## src/rtl/chunk_packer_if.sv

```systemverilog
// Handshake bundle between a narrow chunk producer, the chunk packer and a wide-word consumer.
// The slave modport is the packer's view; the master modport is the surrounding logic's view.
interface chunk_packer_if #(
   parameter int WIDTH_I = 4,
   parameter int WIDTH_O = 16
);
   localparam int NW = $clog2(WIDTH_O / WIDTH_I) + 1;

   logic               in_valid;
   logic               in_ready;
   logic [WIDTH_I-1:0] in_data;
   logic               in_sof;
   logic               flush;
   logic               out_valid;
   logic               out_ready;
   logic [WIDTH_O-1:0] out_data;
   logic [NW-1:0]      out_nchunks;
   logic               out_partial;
   logic               sof_err;

   modport slave (
      input  in_valid, in_data, in_sof, flush, out_ready,
      output in_ready, out_valid, out_data, out_nchunks, out_partial, sof_err
   );

   modport master (
      output in_valid, in_data, in_sof, flush, out_ready,
      input  in_ready, out_valid, out_data, out_nchunks, out_partial, sof_err
   );
endinterface

```

## src/rtl/chunk_packer.sv

```systemverilog
// Packs WIDTH_I-bit chunks MSB-first into WIDTH_O-bit words; a full word appears one cycle after its last chunk.
// Stalls input only on the last chunk of a word (or a pending flush) while the one-deep output register is occupied.
module chunk_packer #(
   parameter int WIDTH_I = 4,
   parameter int WIDTH_O = 16
) (
   input logic            clk,
   input logic            rst_n,
   chunk_packer_if.slave  bus
);
   localparam int RATIO = WIDTH_O / WIDTH_I;
   localparam int CW    = $clog2(RATIO);
   localparam int NW    = CW + 1;
   localparam logic [CW-1:0] LAST = CW'(RATIO - 1);

   generate
      if ((WIDTH_O % WIDTH_I) != 0 || RATIO < 2) begin : g_bad_params
         $error("chunk_packer: WIDTH_O must be a multiple of WIDTH_I with ratio >= 2");
      end
   endgenerate

   logic [WIDTH_O-1:0] acc_q, acc_d;
   logic [CW-1:0]      cnt_q, cnt_d;
   logic [WIDTH_O-1:0] odata_q, odata_d;
   logic [NW-1:0]      onch_q, onch_d;
   logic               opart_q, opart_d;
   logic               ovld_q, ovld_d;
   logic               pend_q, pend_d;
   logic               serr_q, serr_d;

   logic               out_free;
   logic               in_rdy;
   logic               accept;
   logic               flush_req;
   logic               load;
   logic [WIDTH_O-1:0] word;
   logic [NW-1:0]      word_n;
   logic               word_part;

   always_comb begin
      acc_d     = acc_q;
      cnt_d     = cnt_q;
      odata_d   = odata_q;
      onch_d    = onch_q;
      opart_d   = opart_q;
      ovld_d    = ovld_q;
      pend_d    = pend_q;
      serr_d    = serr_q;
      load      = 1'b0;
      word      = '0;
      word_n    = '0;
      word_part = 1'b0;

      out_free  = !ovld_q || bus.out_ready;
      in_rdy    = !pend_q && !((cnt_q == LAST) && !out_free);
      accept    = bus.in_valid && in_rdy;
      flush_req = bus.flush || pend_q;

      // Unfilled accumulator slots are kept at zero so a flushed partial is zero-padded.
      if (accept) begin
         if (bus.in_sof && (cnt_q != '0)) begin
            acc_d = '0;
            acc_d[WIDTH_O-1 -: WIDTH_I] = bus.in_data;
            cnt_d  = CW'(1);
            serr_d = 1'b1;
         end else if (cnt_q == LAST) begin
            word = acc_q;
            word[WIDTH_I-1:0] = bus.in_data;
            word_n = NW'(RATIO);
            load   = 1'b1;
            acc_d  = '0;
            cnt_d  = '0;
         end else begin
            for (int k = 0; k < RATIO; k++) begin
               if (int'(cnt_q) == k) begin
                  acc_d[WIDTH_O-1-k*WIDTH_I -: WIDTH_I] = bus.in_data;
               end
            end
            cnt_d = cnt_q + 1'b1;
         end
      end

      // Flush sees the count after this edge's chunk, so a just-completed word makes it a no-op.
      if (flush_req && (cnt_d != '0)) begin
         if (out_free) begin
            word      = acc_d;
            word_n    = {1'b0, cnt_d};
            word_part = 1'b1;
            load      = 1'b1;
            acc_d     = '0;
            cnt_d     = '0;
            pend_d    = 1'b0;
         end else begin
            pend_d = 1'b1;
         end
      end

      if (load) begin
         ovld_d  = 1'b1;
         odata_d = word;
         onch_d  = word_n;
         opart_d = word_part;
      end else if (bus.out_ready) begin
         ovld_d = 1'b0;
      end
   end

   always_ff @(posedge clk or negedge rst_n) begin
      if (!rst_n) begin
         acc_q   <= '0;
         cnt_q   <= '0;
         odata_q <= '0;
         onch_q  <= '0;
         opart_q <= 1'b0;
         ovld_q  <= 1'b0;
         pend_q  <= 1'b0;
         serr_q  <= 1'b0;
      end else begin
         acc_q   <= acc_d;
         cnt_q   <= cnt_d;
         odata_q <= odata_d;
         onch_q  <= onch_d;
         opart_q <= opart_d;
         ovld_q  <= ovld_d;
         pend_q  <= pend_d;
         serr_q  <= serr_d;
      end
   end

   assign bus.in_ready    = in_rdy;
   assign bus.out_valid   = ovld_q;
   assign bus.out_data    = odata_q;
   assign bus.out_nchunks = onch_q;
   assign bus.out_partial = opart_q;
   assign bus.sof_err     = serr_q;

   a_hold_stalled: assert property (@(posedge clk) disable iff (!rst_n)
      (ovld_q && !bus.out_ready) |=> (ovld_q && $stable(odata_q) && $stable(onch_q) && $stable(opart_q)));

endmodule

```

## src/flat_wrapper.sv

```systemverilog
// flat-port wrapper written by rule: the top's interface ports become plain ports
module chunk_packer_flat 
#(
   parameter int WIDTH_I = 4,
   parameter int WIDTH_O = 16
)
  (clk, rst_n, bus_in_valid, bus_in_data, bus_in_sof, bus_flush, bus_out_ready, bus_in_ready, bus_out_valid, bus_out_data, bus_out_nchunks, bus_out_partial, bus_sof_err);
  chunk_packer_if #(.WIDTH_I(WIDTH_I), .WIDTH_O(WIDTH_O)) bus_i ();
  input logic clk;
  input logic rst_n;
  input wire logic [$bits(bus_i.in_valid)-1:0] bus_in_valid;
  input wire logic [$bits(bus_i.in_data)-1:0] bus_in_data;
  input wire logic [$bits(bus_i.in_sof)-1:0] bus_in_sof;
  input wire logic [$bits(bus_i.flush)-1:0] bus_flush;
  input wire logic [$bits(bus_i.out_ready)-1:0] bus_out_ready;
  output wire logic [$bits(bus_i.in_ready)-1:0] bus_in_ready;
  output wire logic [$bits(bus_i.out_valid)-1:0] bus_out_valid;
  output wire logic [$bits(bus_i.out_data)-1:0] bus_out_data;
  output wire logic [$bits(bus_i.out_nchunks)-1:0] bus_out_nchunks;
  output wire logic [$bits(bus_i.out_partial)-1:0] bus_out_partial;
  output wire logic [$bits(bus_i.sof_err)-1:0] bus_sof_err;
  assign bus_i.in_valid = bus_in_valid;
  assign bus_i.in_data = bus_in_data;
  assign bus_i.in_sof = bus_in_sof;
  assign bus_i.flush = bus_flush;
  assign bus_i.out_ready = bus_out_ready;
  assign bus_in_ready = bus_i.in_ready;
  assign bus_out_valid = bus_i.out_valid;
  assign bus_out_data = bus_i.out_data;
  assign bus_out_nchunks = bus_i.out_nchunks;
  assign bus_out_partial = bus_i.out_partial;
  assign bus_sof_err = bus_i.sof_err;
  chunk_packer #(.WIDTH_I(WIDTH_I), .WIDTH_O(WIDTH_O)) u_core (.clk(clk), .rst_n(rst_n), .bus(bus_i));
endmodule
```

## config.mk

```make
export PLATFORM = sky130hd
export DESIGN_NAME = chunk_packer_flat
export DESIGN_NICKNAME = d
export VERILOG_FILES = /design/src/rtl/chunk_packer_if.sv /design/src/rtl/chunk_packer.sv /design/src/flat_wrapper.sv
export SDC_FILE = /design/constraint.sdc
export NUM_CORES = 1
export LEC_CHECK = 0
export CORE_UTILIZATION = 50
export CTS_CLUSTER_DIAMETER = 40
export DETAILED_ROUTE_END_ITERATION = 8
export HOLD_SLACK_MARGIN = 0.03
export PLACE_DENSITY = 0.84
export SETUP_SLACK_MARGIN = 0.5
export SLEW_MARGIN = 15
export SYNTH_ARGS = -nofsm -noshare
export SYNTH_HDL_FRONTEND = slang
export SYNTH_SLANG_ARGS = --single-unit
```

## constraint.sdc

```tcl
create_clock -name clk -period 2.3 [get_ports clk]
set_clock_uncertainty 0.1 [all_clocks]
set_input_delay 0.23 -clock clk [delete_from_list [all_inputs] [get_ports clk]]
set_output_delay 0.23 -clock clk [all_outputs]
set_load 0.005 [all_outputs]
```

== Word-level counts from Yosys, hierarchy flattened ==
Index checks and enable logic that the tools add are counted.

* $add $sub $neg: 1
* Eq/ne operators: 4
* Mux-type cells: 34
* Reduce and logical (&&, ||, !) cells: 16

{| class="wikitable"
|+ Operators by type and width
! operator !! number
|-
| two-way mux 16 bit || 10
|-
| two-way mux 4 bit || 4
|-
| two-way mux 3 bit || 5
|-
| two-way mux 1 bit || 10
|-
| two-way mux 2 bit || 5
|-
| == test 2 bit (second input constant) || 3
|-
| nonzero test 2 bit || 3
|-
| logical AND 1 bit || 5
|-
| logical NOT 1 bit || 4
|-
| adder 2 x 1 -> 2 bit (second input constant) || 1
|-
| == test 2 x 1 -> 1 bit (second input constant) || 1
|-
| logical NOT 2 bit || 1
|-
| logical OR 1 bit || 2
|-
| AND reduction 2 bit || 1
|}

* Register bits: 41
* Output and inout bits: 23
* Logic and storage cells: 63

== Logic depth before layout (Yosys ltp) ==
* Depth after elaboration: 12
* Mapped depth: 8

== Worst setup path before layout ==
OpenSTA, ideal clock, no wires.

* Path type: register to register
* Start: register u_core.cnt_q[0]
* End: register u_core.opart_q, in the netlist u_core.bus.out_partial
* Library setup time: 118 ps
* Arrival: 1714 ps
* Data required time: 2082 ps
* Setup slack: 367 ps
* Cell stages (with the launch flop): 9
* Buffers on the path: 3
* Clock period less this slack: 1933 ps
* Path through: dfrtp_1 > ha_1 > and3b_1 > buf_2 > nor2_1 > a211oi_2 > buf_4 > buf_6 > a21o_1

* Word-level cells in the longest chain between the ends: 9
* Elaborated cells on any way between the ends: 19
* Those cells by class: 1 x add/sub; 1 x eq/ne; 9 x mux; 8 x reduce/logical

{| class="wikitable"
|+ Ends and longest elaborated chain
! item !! line !! source
|-
| from (decl) || chunk_packer.sv:23 || <nowiki>logic [CW-1:0] cnt_q, cnt_d;</nowiki>
|-
| from (signal assigned) || chunk_packer.sv:120 || <nowiki>cnt_q <= cnt_d;</nowiki>
|-
| parallel branches: the longest is 9 deep, another holds adder 2 x 1 -> 2 bit || -- ||
|-
| to (signal assigned) || chunk_packer.sv:123 || <nowiki>opart_q <= opart_d;</nowiki>
|-
| to (decl) || chunk_packer.sv:26 || <nowiki>logic opart_q, opart_d;</nowiki>
|}

Several ways; the timed one is not identified.
A chain may end at the register's enable or synchronous reset.

== Worst setup path after layout ==
* Start: register u_core.cnt_q[1]
* End: register u_core.odata_q[3], in the netlist u_core.bus.out_data[3]

* Word-level cells in the longest chain between the ends: 9
* Elaborated cells on any way between the ends: 28
* Those cells by class: 1 x add/sub; 2 x eq/ne; 17 x mux; 8 x reduce/logical

{| class="wikitable"
|+ Ends and longest elaborated chain
! item !! line !! source
|-
| parallel branches: the longest is 9 deep, another holds adder 2 x 1 -> 2 bit || -- ||
|-
| to (signal assigned) || chunk_packer.sv:121 || <nowiki>odata_q <= odata_d;</nowiki>
|-
| to (decl) || chunk_packer.sv:24 || <nowiki>logic [WIDTH_O-1:0] odata_q, odata_d;</nowiki>
|}

Several ways; the timed one is not identified.

==> impl_summary.log <==
[metrics] result of the run: complete, no violations
[metrics] CTS tree: yes
[metrics] Synthesis Warnings: 0
[metrics] vertical die dimension: 65.59 um
[metrics] via count of the first global-routing pass: 1757
[metrics] top-area cell type share of the netlist area: 50.74%
[metrics] combinational share of power: 52.8%
[metrics] hold path startpoint: u_core.bus.sof_err$_DFFE_PN0P_
[metrics] required time at the worst-slack endpoint: 2.42 ns
[metrics] iteration count of the initial detailed-routing pass: 5
[metrics] RSZ-0062 raised after global routing: yes
[metrics] Reg clk slew, reported paths: 0.09 ns
[metrics] design internal power: 2.037 mW
[metrics] maximum number of pins on one net before global-route repair: 42
[metrics] starting density of the core: 53.62%
[metrics] total of max-cap violations: 0
[metrics] setup TNS after final layout: 0 ns
[metrics] register bit count reported by yosys: 41
[metrics] total core area: 3771 um^2
[metrics] slew at the pin closest to its max-slew limit: 0.8967 ns
[metrics] count of antenna-violating nets left after detailed routing: 0
[metrics] iteration-0 DRC count of the detailed router: 147
[metrics] total wirelength of the detailed-routed design: 5414 um
[metrics] # nets final: 238
[metrics] count of inserted antenna diode cells: 0
[metrics] area growth from synthesis to final layout: 36.26%
[metrics] switching part of the total power: 38.82%
[metrics] Routability Congestion: 0.9048
[metrics] Num CTS Buffers: 5
[metrics] min Tclk post-route: 1.934 ns
[metrics] startpoint-to-endpoint class of the critical path: register to register
[metrics] Final Setup Violations: 0
[metrics] IO Port Bufs: 32
[metrics] io pins: 33
[metrics] worst slew margin relative to its limit: 40.22%
[metrics] clock insertion delay at the later pin of the skew report: 0.30 ns
[metrics] cell type with the largest total area after synthesis: dfrtp_1
[metrics] detailed-route vias per instance: 6.322
[metrics] cell count after synthesis: 175
[metrics] Clk pwr share: 14.1%
[metrics] class of the most critical hold timing path: register to register
[metrics] post-synth cell types: 31
[metrics] max-slew violation count: 0
[metrics] Critical Path AT: 2.06 ns
[metrics] dominant cells by area after synthesis: dfrtp_1, mux2i_1, nor2_1, a22oi_1, ha_1
[metrics] total cell area at the placement stage: 2470 um^2
[metrics] worst-path maximum fanout: 22
[metrics] clock root cell: clkbuf_8
[metrics] Sink Count: 41
[metrics] standby leakage power: 1.299 nW
[metrics] length in cells of the worst reg-to-reg path: 7
[metrics] final non-filler cell area: 2755 um^2
[metrics] overall track demand over capacity in global routing: 27.04%
[metrics] final worst path period share: 84.08%
[metrics] Min Hold Slack: 0.3640 ns
[metrics] detail-routed net length per standard cell: 19.83 um
[metrics] number of buffers on the longest clock path: 2
[metrics] worst hold path depth: 1
[metrics] portion of total power attributed to sequential cells: 33.0%
[metrics] power per cell area: 1209 nW/um^2
[metrics] global-route congestion overflow total: 0
[metrics] area of the die: 4302 um^2
[metrics] post-detailed-route DRC marker count: 0
[metrics] capture point of the worst reg-to-reg path: u_core.bus.out_data[3]$_DFFE_PN0P_
[metrics] setup slack on the worst flop-to-flop path: 0.37 ns
[metrics] Min-Delay Endpoint: u_core.bus.sof_err$_DFFE_PN0P_
[metrics] Reg2Reg Launch Point: u_core.cnt_q[1]$_DFF_PN0_
[metrics] number of vias in the routed layout: 1726
[metrics] number of levels in the clock H-tree: 2
[metrics] die extent in x: 65.59 um
[metrics] global-route wire length before repair: 8652 um
[metrics] synthesized area: 2022 um^2
[metrics] critical path launch point: u_core.cnt_q[1]$_DFF_PN0_
[metrics] critical path launch point type: register
[metrics] initial antenna violation count: 0
[metrics] Syn Area/Cell: 11.55 um^2
[metrics] Peak VDD IR: 781.1 uV
[metrics] Worst Setup End Kind: register
[metrics] share of synthesized area occupied by flip-flops and latches: 50.74%
[metrics] Switch Pwr: 1.292 mW
[metrics] number of failing hold endpoints at the final stage: 0
[metrics] number of standard-cell rows in the floorplan: 22
[metrics] post-detail-place hpwl: 3325 um
[metrics] share of post-route cells with drive strength above 1: 21.78%
[metrics] synthesized netlist net count: 189
[metrics] f_max: 517.1 MHz
[cell usage in the layout (no fill, tap or decap), types with 2 or more instances in the layout]
cell              n
o211a_1           4
dfrtp_1          39
nor2_4            2
a211oi_4          2
buf_4            12
ha_1              2
nand2_1           3
clkinv_2          2
clkdlybuf4s50_1  30
dfrtp_2           2
ha_4              2
nand4_1           6
a21o_1            2
nand2b_1          3
mux2i_1          34
o21ai_0           9
clkbuf_8          5
buf_6             5
a32oi_1           4
nor4b_4           2
buf_12            2
nor2_1           24
a22oi_1           7
[final cells by class]
cell class                      count  area [um^2]
Fill cell                         245         1016
Multi-Input combinational cell    122         1061
Clock inverter                      3        17.52
Clock buffer                        5        68.82
Sequential cell                    41         1028
Inverter                            2        7.507
Tap cell                           48        60.06
Timing Repair Buffer               52        511.7
[timing repair]
item | in CTS | in global routing
hold endpoints to repair | 41 | 0
endpoints found under the setup margin | 41 | 41
cloned | 1 | 0
hold buffers | 1 | 0
pin swaps | 4 | 2
resized for setup | 21 | 8
buffers inserted | 8 | 1
[state kept, by name, summed over array words and instances, names as in the netlist]
signal / cells
u_core.pend_q: 1
u_core.bus.out_valid: 1
u_core.bus.out_nchunks: 3
u_core.cnt_q: 2
u_core.bus.out_partial: 1
u_core.acc_q: 16
u_core.bus.sof_err: 1
u_core.bus.out_data: 16
[worst max-delay path by stage]
stage	end	cells past startpoint	slack, ns
after global placement	u_core.bus.out_data[7]$_DFFE_PN0P_	6	0.23
final	u_core.bus.out_data[3]$_DFFE_PN0P_	7	0.37
after detailed placement	u_core.bus.out_nchunks[1]$_DFFE_PN0P_	6	0.15
after global routing	u_core.bus.out_data[3]$_DFFE_PN0P_	7	0.28
after CTS	u_core.bus.out_data[13]$_DFFE_PN0P_	7	0.40
after floorplan	u_core.pend_q$_DFFE_PN0P_	6	0.49
[synthesized netlist by cell type]
cell / instances
buf_6: 1
nand2_1: 3
nand2b_1: 3
mux2i_1: 34
dfrtp_1: 41
nor4b_2: 2
or3_1: 1
and3b_1: 1
a21boi_0: 1
a21o_1: 2
clkbuf_1: 1
nor2b_1: 2
mux2_2: 1
ha_1: 4
inv_1: 2
a32oi_1: 4
o311ai_1: 2
nor2_1: 26
nand4_1: 6
nor3_1: 1
a22oi_1: 8
nor2b_2: 1
o31ai_1: 1
a211oi_1: 1
nand3b_2: 1
o21ai_0: 10
a211oi_2: 2
o211a_1: 4
buf_4: 4
buf_2: 4
and4_1: 1
[cell families (layout without fill, tap and decap cells)]
family                     Yosys count  in the layout  synth area share (%)
AOI/OAI and AO/OA                   35             35                 13.12
adders and majority gates            4              4                 2.475
buffers and inverters               12             62                 3.589
DFF                                 41             41                 50.74
muxes                               35             35                 17.39
and+or+nand+nor                     48             48                 12.69
[power groups by stage]
stage,clock (mW),combinational (mW),sequential [mW]
floorplan,0,0.901,1.08
global placement,0,1.35,1.09
detailed placement,0,1.42,1.10
CTS,0.473,1.63,1.09
global route,0.514,1.88,1.12
finish,0.471,1.76,1.10
[per-layer routing]
layer / up-vias / part of all wire, % / GRT usage (%)
li1: 738 / - / -
met1: 878 / 40 / 35.03
met3: 14 / 6.5 / 6.944
met2: 96 / 52 / 43.94
met4: 0 / 1.4 / 8.967
met5: - / 0 / 0
[stage by stage]
step                utilization, %  std cells  setup WS (ns)  total power, mW
finish                       73.06        273         0.3662            3.330
global route                 73.06        273         0.2764            3.510
detailed placement           65.49        254         0.1482            2.522
floorplan                        -        175         0.4947            1.983
global placement             65.49        254         0.2270            2.437
CTS                          71.86        272         0.3970            3.197
[worst max-delay path: stages, from the launching register on]
cell and delay (ns):
dfrtp_2 0.42, ha_4 0.19, and3b_2 0.22, buf_6 0.11
nor2_4 0.05, a211oi_4 0.32, buf_12 0.22, mux2i_1 0.23
No activity file was read; power rests on OpenSTA's default activity.
